## config.mk

```make
export PLATFORM = sky130hd
export DESIGN_NAME = sa_sequencer
export DESIGN_NICKNAME = d
export VERILOG_FILES = /design/src/rtl/sa_pkg.sv /design/src/rtl/sa_skew_buffer.sv /design/src/rtl/sa_sequencer.sv
export SDC_FILE = /design/constraint.sdc
export NUM_CORES = 1
export LEC_CHECK = 0
export BUFFER_PORTS_ARGS = -buffer_cell sky130_fd_sc_hd__buf_2
export CORE_AREA = 3 3 177 179
export CTS_BUF_LIST = sky130_fd_sc_hd__clkbuf_2 sky130_fd_sc_hd__clkbuf_4 sky130_fd_sc_hd__clkbuf_8
export DETAILED_ROUTE_END_ITERATION = 6
export DIE_AREA = 0 0 180 182
export PLACE_DENSITY = 0.87
export SLEW_MARGIN = 15
export SYNTH_ARGS = -nofsm -noshare
export SYNTH_HDL_FRONTEND = slang
export SYNTH_SLANG_ARGS = --single-unit
```

## constraint.sdc

```tcl
create_clock -name m_clk -period 3.1 [get_ports m_clk]
set_input_delay 0.155 -clock m_clk [delete_from_list [all_inputs] [get_ports m_clk]]
set_output_delay 0.155 -clock m_clk [all_outputs]
set_load 0.01 [all_outputs]
```

## src/rtl/sa_pkg.sv

```systemverilog
// -----------------------------------------------------------------------------
// sa_pkg
// Shared definitions for the systolic-array run controller.
//   SA_N, SA_DW      : default array dimension and operand lane width
//   sa_state_e       : run-controller state encoding
//   SA_RUN_CYCLES    : clock-enable cycles per run (3N-1)
//   SA_DRAIN_CYCLES  : cycles after the last operand word until the last PE
//                      has consumed it (2N-1)
// -----------------------------------------------------------------------------
package sa_pkg;

  localparam int SA_N  = 8;
  localparam int SA_DW = 8;

  typedef enum logic [2:0] {
    IDLE,
    CLEAR,
    STREAM,
    DRAIN,
    DONE
  } sa_state_e;

  function automatic int sa_drain_cycles(input int n);
    return 2 * n - 1;
  endfunction

  function automatic int sa_run_cycles(input int n);
    return 3 * n - 1;
  endfunction

  localparam int SA_RUN_CYCLES   = sa_run_cycles(SA_N);
  localparam int SA_DRAIN_CYCLES = sa_drain_cycles(SA_N);

endpackage

```

## src/rtl/sa_skew_buffer.sv

```systemverilog
// -----------------------------------------------------------------------------
// sa_skew_buffer
// Triangular shift register that skews one operand word across N lanes:
// lane i of the output is the lane-i input delayed by i enabled cycles.
// Lane 0 is a gated pass-through so the first row/column of the array sees
// the word in the cycle it returns from the operand buffer; this keeps the
// final MAC of the far-corner PE inside the last enabled cycle of a run.
// Input lanes are forced to 0 when in_valid is low, so only real operand
// words ever enter the array.
//
// Ports
//   m_clk    : clock, rising edge
//   rst_n    : asynchronous active-low reset (clears all shift stages)
//   en       : shift enable (array clock-enable)
//   clr      : synchronous clear of all shift stages
//   in_valid : words carries a valid operand word this cycle
//   words    : N lanes of DW bits, unskewed
//   lanes    : N lanes of DW bits, lane i delayed by i cycles
// -----------------------------------------------------------------------------
module sa_skew_buffer #(
  parameter int N  = 8,
  parameter int DW = 8
) (
  input  logic          m_clk,
  input  logic          rst_n,
  input  logic          en,
  input  logic          clr,
  input  logic          in_valid,
  input  logic [N*DW-1:0] words,
  output logic [N*DW-1:0] lanes
);

  for (genvar i = 0; i < N; i++) begin : g_lane
    logic [DW-1:0] lane_in;

    assign lane_in = in_valid ? words[i*DW +: DW] : '0;

    if (i == 0) begin : g_pass
      assign lanes[DW-1:0] = lane_in;
    end else begin : g_dly
      logic [DW-1:0] sr [i];

      always_ff @(posedge m_clk or negedge rst_n) begin
        if (!rst_n) begin
          for (int s = 0; s < i; s++) sr[s] <= '0;
        end else if (clr) begin
          for (int s = 0; s < i; s++) sr[s] <= '0;
        end else if (en) begin
          sr[0] <= lane_in;
          for (int s = 1; s < i; s++) sr[s] <= sr[s-1];
        end
      end

      assign lanes[i*DW +: DW] = sr[i-1];
    end
  end

endmodule

```

## src/rtl/sa_sequencer.sv

```systemverilog
// -----------------------------------------------------------------------------
// sa_sequencer
// Run controller for the NxN output-stationary systolic multiplier.
// A start request clears the array for one cycle, streams N operand words
// from the operand buffer through row/column skew buffers, keeps the array
// enabled for 2N-1 further cycles so the last PE consumes the last word, and
// then pulses done. abort returns to IDLE from any busy state.
//
// Build option: define SA_SEQ_PERF_EN to enable the saturating busy-cycle
// counter on perf_cycles; otherwise perf_cycles is tied to 0.
//
// Ports
//   m_clk, rst_n  : clock (rising edge), asynchronous active-low reset
//   start, abort  : run request (IDLE only) / run cancel (busy only)
//   busy, done    : not-IDLE flag / one-cycle end-of-run pulse
//   rd_en, rd_addr: operand-buffer read strobe and word index
//   a_rd_data     : column k of A (lane i = A[i][k]), valid 1 cycle after rd_en
//   b_rd_data     : row k of B (lane j = B[k][j]), valid 1 cycle after rd_en
//   sa_clr, sa_en : array accumulator clear / PE clock-enable
//   a_west        : skewed west inputs, lane i -> array row i
//   b_north       : skewed north inputs, lane j -> array column j
//   perf_cycles   : busy-cycle counter
// -----------------------------------------------------------------------------
module sa_sequencer
  import sa_pkg::*;
#(
  parameter int N  = SA_N,
  parameter int DW = SA_DW
) (
  input  logic                 m_clk,
  input  logic                 rst_n,
  input  logic                 start,
  input  logic                 abort,
  output logic                 busy,
  output logic                 done,
  output logic                 rd_en,
  output logic [$clog2(N)-1:0] rd_addr,
  input  logic [N*DW-1:0]      a_rd_data,
  input  logic [N*DW-1:0]      b_rd_data,
  output logic                 sa_clr,
  output logic                 sa_en,
  output logic [N*DW-1:0]      a_west,
  output logic [N*DW-1:0]      b_north,
  output logic [15:0]          perf_cycles
);

  localparam int AW        = $clog2(N);
  localparam int CW        = $clog2(2 * N);
  localparam int DRAIN_CYC = sa_drain_cycles(N);

  sa_state_e       state_q, state_d;
  logic [CW-1:0]   cnt_q, cnt_d;
  logic            busy_d, done_d, rd_en_d, sa_clr_d, sa_en_d;
  logic [AW-1:0]   rd_addr_d;
  logic            rd_vld_p0;

  // Next-state and next-output decode. Outputs are derived from the next
  // state so every control output is a flop that lines up with its state.
  always_comb begin
    state_d = state_q;
    cnt_d   = cnt_q;

    unique case (state_q)
      IDLE: begin
        if (start) begin
          state_d = CLEAR;
          cnt_d   = '0;
        end
      end
      CLEAR: begin
        state_d = STREAM;
        cnt_d   = '0;
      end
      STREAM: begin
        if (cnt_q == CW'(N - 1)) begin
          state_d = DRAIN;
          cnt_d   = '0;
        end else begin
          cnt_d = cnt_q + CW'(1);
        end
      end
      DRAIN: begin
        if (cnt_q == CW'(DRAIN_CYC - 1)) begin
          state_d = DONE;
          cnt_d   = '0;
        end else begin
          cnt_d = cnt_q + CW'(1);
        end
      end
      DONE: begin
        state_d = IDLE;
        cnt_d   = '0;
      end
      default: begin
        state_d = IDLE;
        cnt_d   = '0;
      end
    endcase

    // abort overrides any busy transition; in IDLE it is ignored so a
    // simultaneous start still launches a run.
    if (abort && (state_q != IDLE)) begin
      state_d = IDLE;
      cnt_d   = '0;
    end

    busy_d    = (state_d != IDLE);
    done_d    = (state_d == DONE);
    sa_clr_d  = (state_d == CLEAR);
    rd_en_d   = (state_d == STREAM);
    sa_en_d   = (state_d == STREAM) || (state_d == DRAIN);
    rd_addr_d = (state_d == STREAM) ? cnt_d[AW-1:0] : '0;
  end

  always_ff @(posedge m_clk or negedge rst_n) begin
    if (!rst_n) begin
      state_q <= IDLE;
      cnt_q   <= '0;
      busy    <= 1'b0;
      done    <= 1'b0;
      sa_clr  <= 1'b0;
      rd_en   <= 1'b0;
      sa_en   <= 1'b0;
      rd_addr <= '0;
    end else begin
      state_q <= state_d;
      cnt_q   <= cnt_d;
      busy    <= busy_d;
      done    <= done_d;
      sa_clr  <= sa_clr_d;
      rd_en   <= rd_en_d;
      sa_en   <= sa_en_d;
      rd_addr <= rd_addr_d;
    end
  end

  // Stage p0: operand-buffer return, one cycle behind the read strobe
  always_ff @(posedge m_clk or negedge rst_n) begin
    if (!rst_n) begin
      rd_vld_p0 <= 1'b0;
    end else begin
      rd_vld_p0 <= rd_en;
    end
  end

  sa_skew_buffer #(
    .N  (N),
    .DW (DW)
  ) u_skew_a (
    .m_clk    (m_clk),
    .rst_n    (rst_n),
    .en       (sa_en),
    .clr      (sa_clr),
    .in_valid (rd_vld_p0),
    .words    (a_rd_data),
    .lanes    (a_west)
  );

  sa_skew_buffer #(
    .N  (N),
    .DW (DW)
  ) u_skew_b (
    .m_clk    (m_clk),
    .rst_n    (rst_n),
    .en       (sa_en),
    .clr      (sa_clr),
    .in_valid (rd_vld_p0),
    .words    (b_rd_data),
    .lanes    (b_north)
  );

`ifdef SA_SEQ_PERF_EN
  logic [15:0] perf_q;

  always_ff @(posedge m_clk or negedge rst_n) begin
    if (!rst_n) begin
      perf_q <= '0;
    end else if (busy && (perf_q != 16'hFFFF)) begin
      perf_q <= perf_q + 16'd1;
    end
  end

  assign perf_cycles = perf_q;
`else
  assign perf_cycles = '0;
`endif

endmodule

```

Word level (Yosys, flattened, before mapping)
Index checks and enable logic that the tools add are counted.
- input port bits: 132
- output and inout port bits: 152
- bits in registers: 464
- equal/unequal tests: 10
- multiplexer cells: 55
- add/sub/neg operators: 1
- reductions and logical operators: 6
- operator list (cell ; count):
    56-bit 2-to-1 mux ; 4
    48-bit 2-to-1 mux ; 4
    40-bit 2-to-1 mux ; 4
    8-bit 2-to-1 mux ; 20
    32-bit 2-to-1 mux ; 4
    24-bit 2-to-1 mux ; 4
    16-bit 2-to-1 mux ; 4
    4-bit 2-to-1 mux ; 4
    3-bit 2-to-1 mux ; 5
    3-bit by 2-bit == test with 1-bit output (second input constant) ; 4
    3-bit case mux with 4 select lines ; 1
    4-bit case mux with 3 select lines ; 1
    3-bit by 1-bit == test with 1-bit output (second input constant) ; 2
    3-bit nonzero test ; 2
    4-bit by 1-bit adder with 4-bit output (second input constant) ; 1
    4-bit by 3-bit == test with 1-bit output (second input constant) ; 1
    4-bit == test (second input constant) ; 1
    3-bit == test (second input constant) ; 1
    3-bit logical NOT ; 1
    3-bit inequality test (second input constant) ; 1
    2-bit nonzero test ; 1
    1-bit logical AND ; 1
    1-bit logical OR ; 1

Depth between registers and ports, before layout
- word-level depth: 6
- gate-level depth with buffers: 6
- mapped depth without buffers: 6

Modules after synthesis
Synthesis repeated with hierarchy kept, for this count alone.
- cells, all modules: 1746
- area total of the unflattened synthesis: 20428.3 sq um
- modules (own cells, without submodules) (module ; seq. area each (sq um) ; instances ; area an instance (sq um) ; cells an instance):
    sa_skew_buffer ; 5605.4 ; 2 ; 9783.1 ; 832
    sa_sequencer ; 400.4 ; 1 ; 862.1 ; 82

Worst setup path before layout
No wires, ideal clock.
- kind: reg-to-reg
- from: register sa_en
- to: register u_skew_a.g_lane[1].g_dly.sr[0] (netlist bit)
- stages on the path, launching flop included: 7
- path slack: 1.717 ns
- arrival: 1.262 ns
- setup time: 0.121 ns
- cell sequence: dfrtp_1 > buf_2 > and3b_1 > clkbuf_1 > buf_4 > buf_4 > a22o_1
- cells in the longest elaborated chain, start to end: 1
- RTL lines (item ; RTL line ; RTL):
    start, declared ; sa_sequencer.sv:41 ; output logic sa_en,
    start signal, assigned ; sa_sequencer.sv:132 ; sa_en <= sa_en_d;
    2-bit nonzero test (no source line) ; - ;
    end, declared ; sa_skew_buffer.sv:41 ; logic [DW-1:0] sr [i];
No other way between the ends.
A chain may end at the register's enable or synchronous reset.

Final worst setup path
- from: register sa_en
- to: register u_skew_a.g_lane[2].g_dly.sr, in the netlist u_skew_a.lanes[18]
- cells in the longest elaborated chain, start to end: 1
- RTL lines (item ; RTL line):
    2-bit nonzero test (no source line) ; -
    end, declared ; sa_skew_buffer.sv:41
No other way between the ends.

==> impl_metrics.tcl <==
set metrics [dict create \
    die_h_um 182 \
    yosys.area.top_type "dfrtp_1" \
    drv_cap 0 \
    endpoint_kind "register" \
    yosysTopAreaCellShare 0.6099 \
    area_growth_pct 18.88 \
    top_layer "met5" \
    track_usage 0.2587 \
    period_share 0.7085 \
    rows 63 \
    avgViaCountPerCell 5.583 \
    clock-sinks 464 \
    synthAdderAreaFrac 0.001314 \
    hpwl_um 22980 \
    status "finished, final reports clean" \
    dr.pass1.iters 5 \
    grt_pass1_vias 13420 \
    final_core_util 0.7616 \
    hold_viol_final 0 \
    worst_slew_pin_slew_ns 1.143 \
    post_cts_resized 0 \
    grt_antenna_before_repair 1 \
    rsz0062_at_grt "false" \
    design_power_total_mw 13.46 \
    cts_buffer_depth 3 \
    synth-simple-area-share 0.08202 \
    leakage_nw 11.71 \
    power_density_mw_per_mm2 594.9 \
    post-cts-setup-buffer-count 0 \
    avgSynthCellArea_um2 12.43 \
    crit_type "register to register" \
    ys_top_cells_by_area "dfrtp_1, mux2i_1, nor2_1" \
    final_cell_mix "dfrtp_1, nor2_1, mux2i_1" \
    wl_per_cell_um 18.89 \
    ctsHtreeMaxLevel 3 \
    drtIter0Drc 1024 \
    num_vias 12570 \
    relSlewSlack 0.2381 \
    dieArea_mm2 0.03276 \
    whs_ns 0.1892 \
    synth_compound_area_frac 0.05639 \
    ys_warn_count 0 \
    worst_clock_skew_ns 0.02817 \
    dr_wl_met3_um 2644 \
    path_max_fanout 143 \
    hold_path_class "primary input to async pin" \
    routed_wl_um 42530 \
    setup_tns_ns 0 \
    drive_above_1_share 0.2278 \
    die_w_um 180 \
    cts_buffers 73 \
    syn_inst 1532 \
    yosysSeqAreaShare 0.6099 \
    synth_area_mm2 0.01904 \
    clk-insertion-delay-late_ns 0.58 \
    drc_errors 0 \
    overflow 0 \
    cts_tree "yes" \
    grt_pass1_wl_um 69810 \
    io_buffers 267 \
    ios 284 \
    final_common_cell "dfrtp_1" \
    cp.arrival_ns 2.60 \
    yosys_register_bits 464 \
    start_util 0.6406 \
    root_buffer "clkbuf_8" \
    synth_top_family_by_area "multiplexers" \
    post-route-min-period_ns 2.196 \
    ant_nets 0 \
    place_congestion 0.7851 \
    core_area_mm2 0.02972 \
    final_net_count 1942 \
    clk_pin_slew_ns 0.06 \
    vdd_drop_max_v 0.0004127 \
    muxShareOfSynthArea 0.1767 \
    ys_types 37 \
    synth_xor_area_frac 0 \
    antenna_cells 0 \
    worstSetupStartpointType "register" \
    grt_max_degree 185 \
    critPathRequiredTime_ns 3.51 \
    fmax_mhz 455.3 \
    reg2reg_slack_ns 0.90 \
    finalMaxSlewViolations 0 \
    setup_violations 0 \
    met2_length_um 21270 \
    drt-met1-wl_um 17060 \
]
[cell usage after synthesis (all sizes together)]
cell,count
dfrtp,464
nor2,342
mux2i,336
buf,180
a22o,112
clkbuf,37
and2,19
inv,4
a211oi,3
a21oi,3
nand2,3
nor4,3
o21ai,3
and3,2
ha,2
nand3,2
nor2b,2
nor3b,2
a21o,1
a22oi,1
a311oi,1
a31oi,1
and3b,1
conb,1
nand2b,1
nand4,1
nand4b,1
nand4bb,1
nor3,1
nor4b,1
or3,1
[kinds of logic after synthesis]
logic type / Yosys count
adder cells (fa/ha/maj): 2
buffers and inverters: 221
multiplexers: 336
AND/OR/NAND/NOR: 383
flip-flops: 464
AO/OA/AOI/OAI: 125
other: 1
[critical path, stage by stage (launching register included)]
cell and delay, ns:
dfrtp_4 0.63, buf_12 0.60, mux2i_1 0.35, nor2_1 0.11
[stage by stage]
step	instance area [µm²]	setup slack, ns	cells
floorplan	19090	1.717	1547
global placement	19900	1.178	2008
detailed placement	19900	1.123	2008
CTS	22630	1.090	2251
global route	22630	0.8953	2251
finish	22630	0.9038	2251
[registers in the layout, indices dropped and copies added (netlist names), 3 cells and up]
name                      flops
cnt_q                         4
rd_addr                       3
state_q                       3
u_skew_a.g_lane.g_dly.sr    176
u_skew_a.lanes               48
u_skew_b.g_lane.g_dly.sr    176
u_skew_b.lanes               48
[routing by layer]
layer | vias to the layer above | global-route usage
li1 | 5652 | -
met1 | 6344 | 0.3255
met2 | 453 | 0.4343
met3 | 116 | 0.06230
met4 | 2 | 0.1083
met5 | - | 0
[report_power, final]
part | switching (mW) | internal (mW)
Clock | 2.40 | 3.10
Sequential | 0.156 | 6.25
Combinational | 0.913 | 0.639
Total | 3.47 | 9.99
[final timing paths]
kind | end | depth (start not counted) | startpoint
max in group asynchronous | u_skew_a.g_lane[7].g_dly.sr[9] | 3 | rst_n
setup / recovery | u_skew_a.lanes[18] | 3 | sa_en
hold reg to reg | rd_vld_p0 | 0 | rd_en
min in group m_clk | u_skew_b.g_lane[1].g_dly.sr[1] | 3 | b_rd_data[9]
setup reg to reg | u_skew_a.lanes[18] | 3 | sa_en
hold / removal | u_skew_b.g_lane[7].g_dly.sr[29] | 2 | rst_n
[layout make-up]
cell class / instances / area, µm²
Tap cell: 390 / 488.0
Fill cell: 1762 / 7086
Multi-Input combinational cell: 862 / 6095
Clock buffer: 115 / 1464
Timing Repair Buffer: 403 / 2830
Sequential cell: 464 / 11620
Clock inverter: 13 / 121.4
Inverter: 4 / 15.01
[what timing repair did]
item | in CTS | in global routing
endpoints found under the setup margin | 0 | 0
endpoints found under the hold margin | 204 | 0
hold buffers | 115 | 0
No activity file was read; power rests on OpenSTA's default activity.
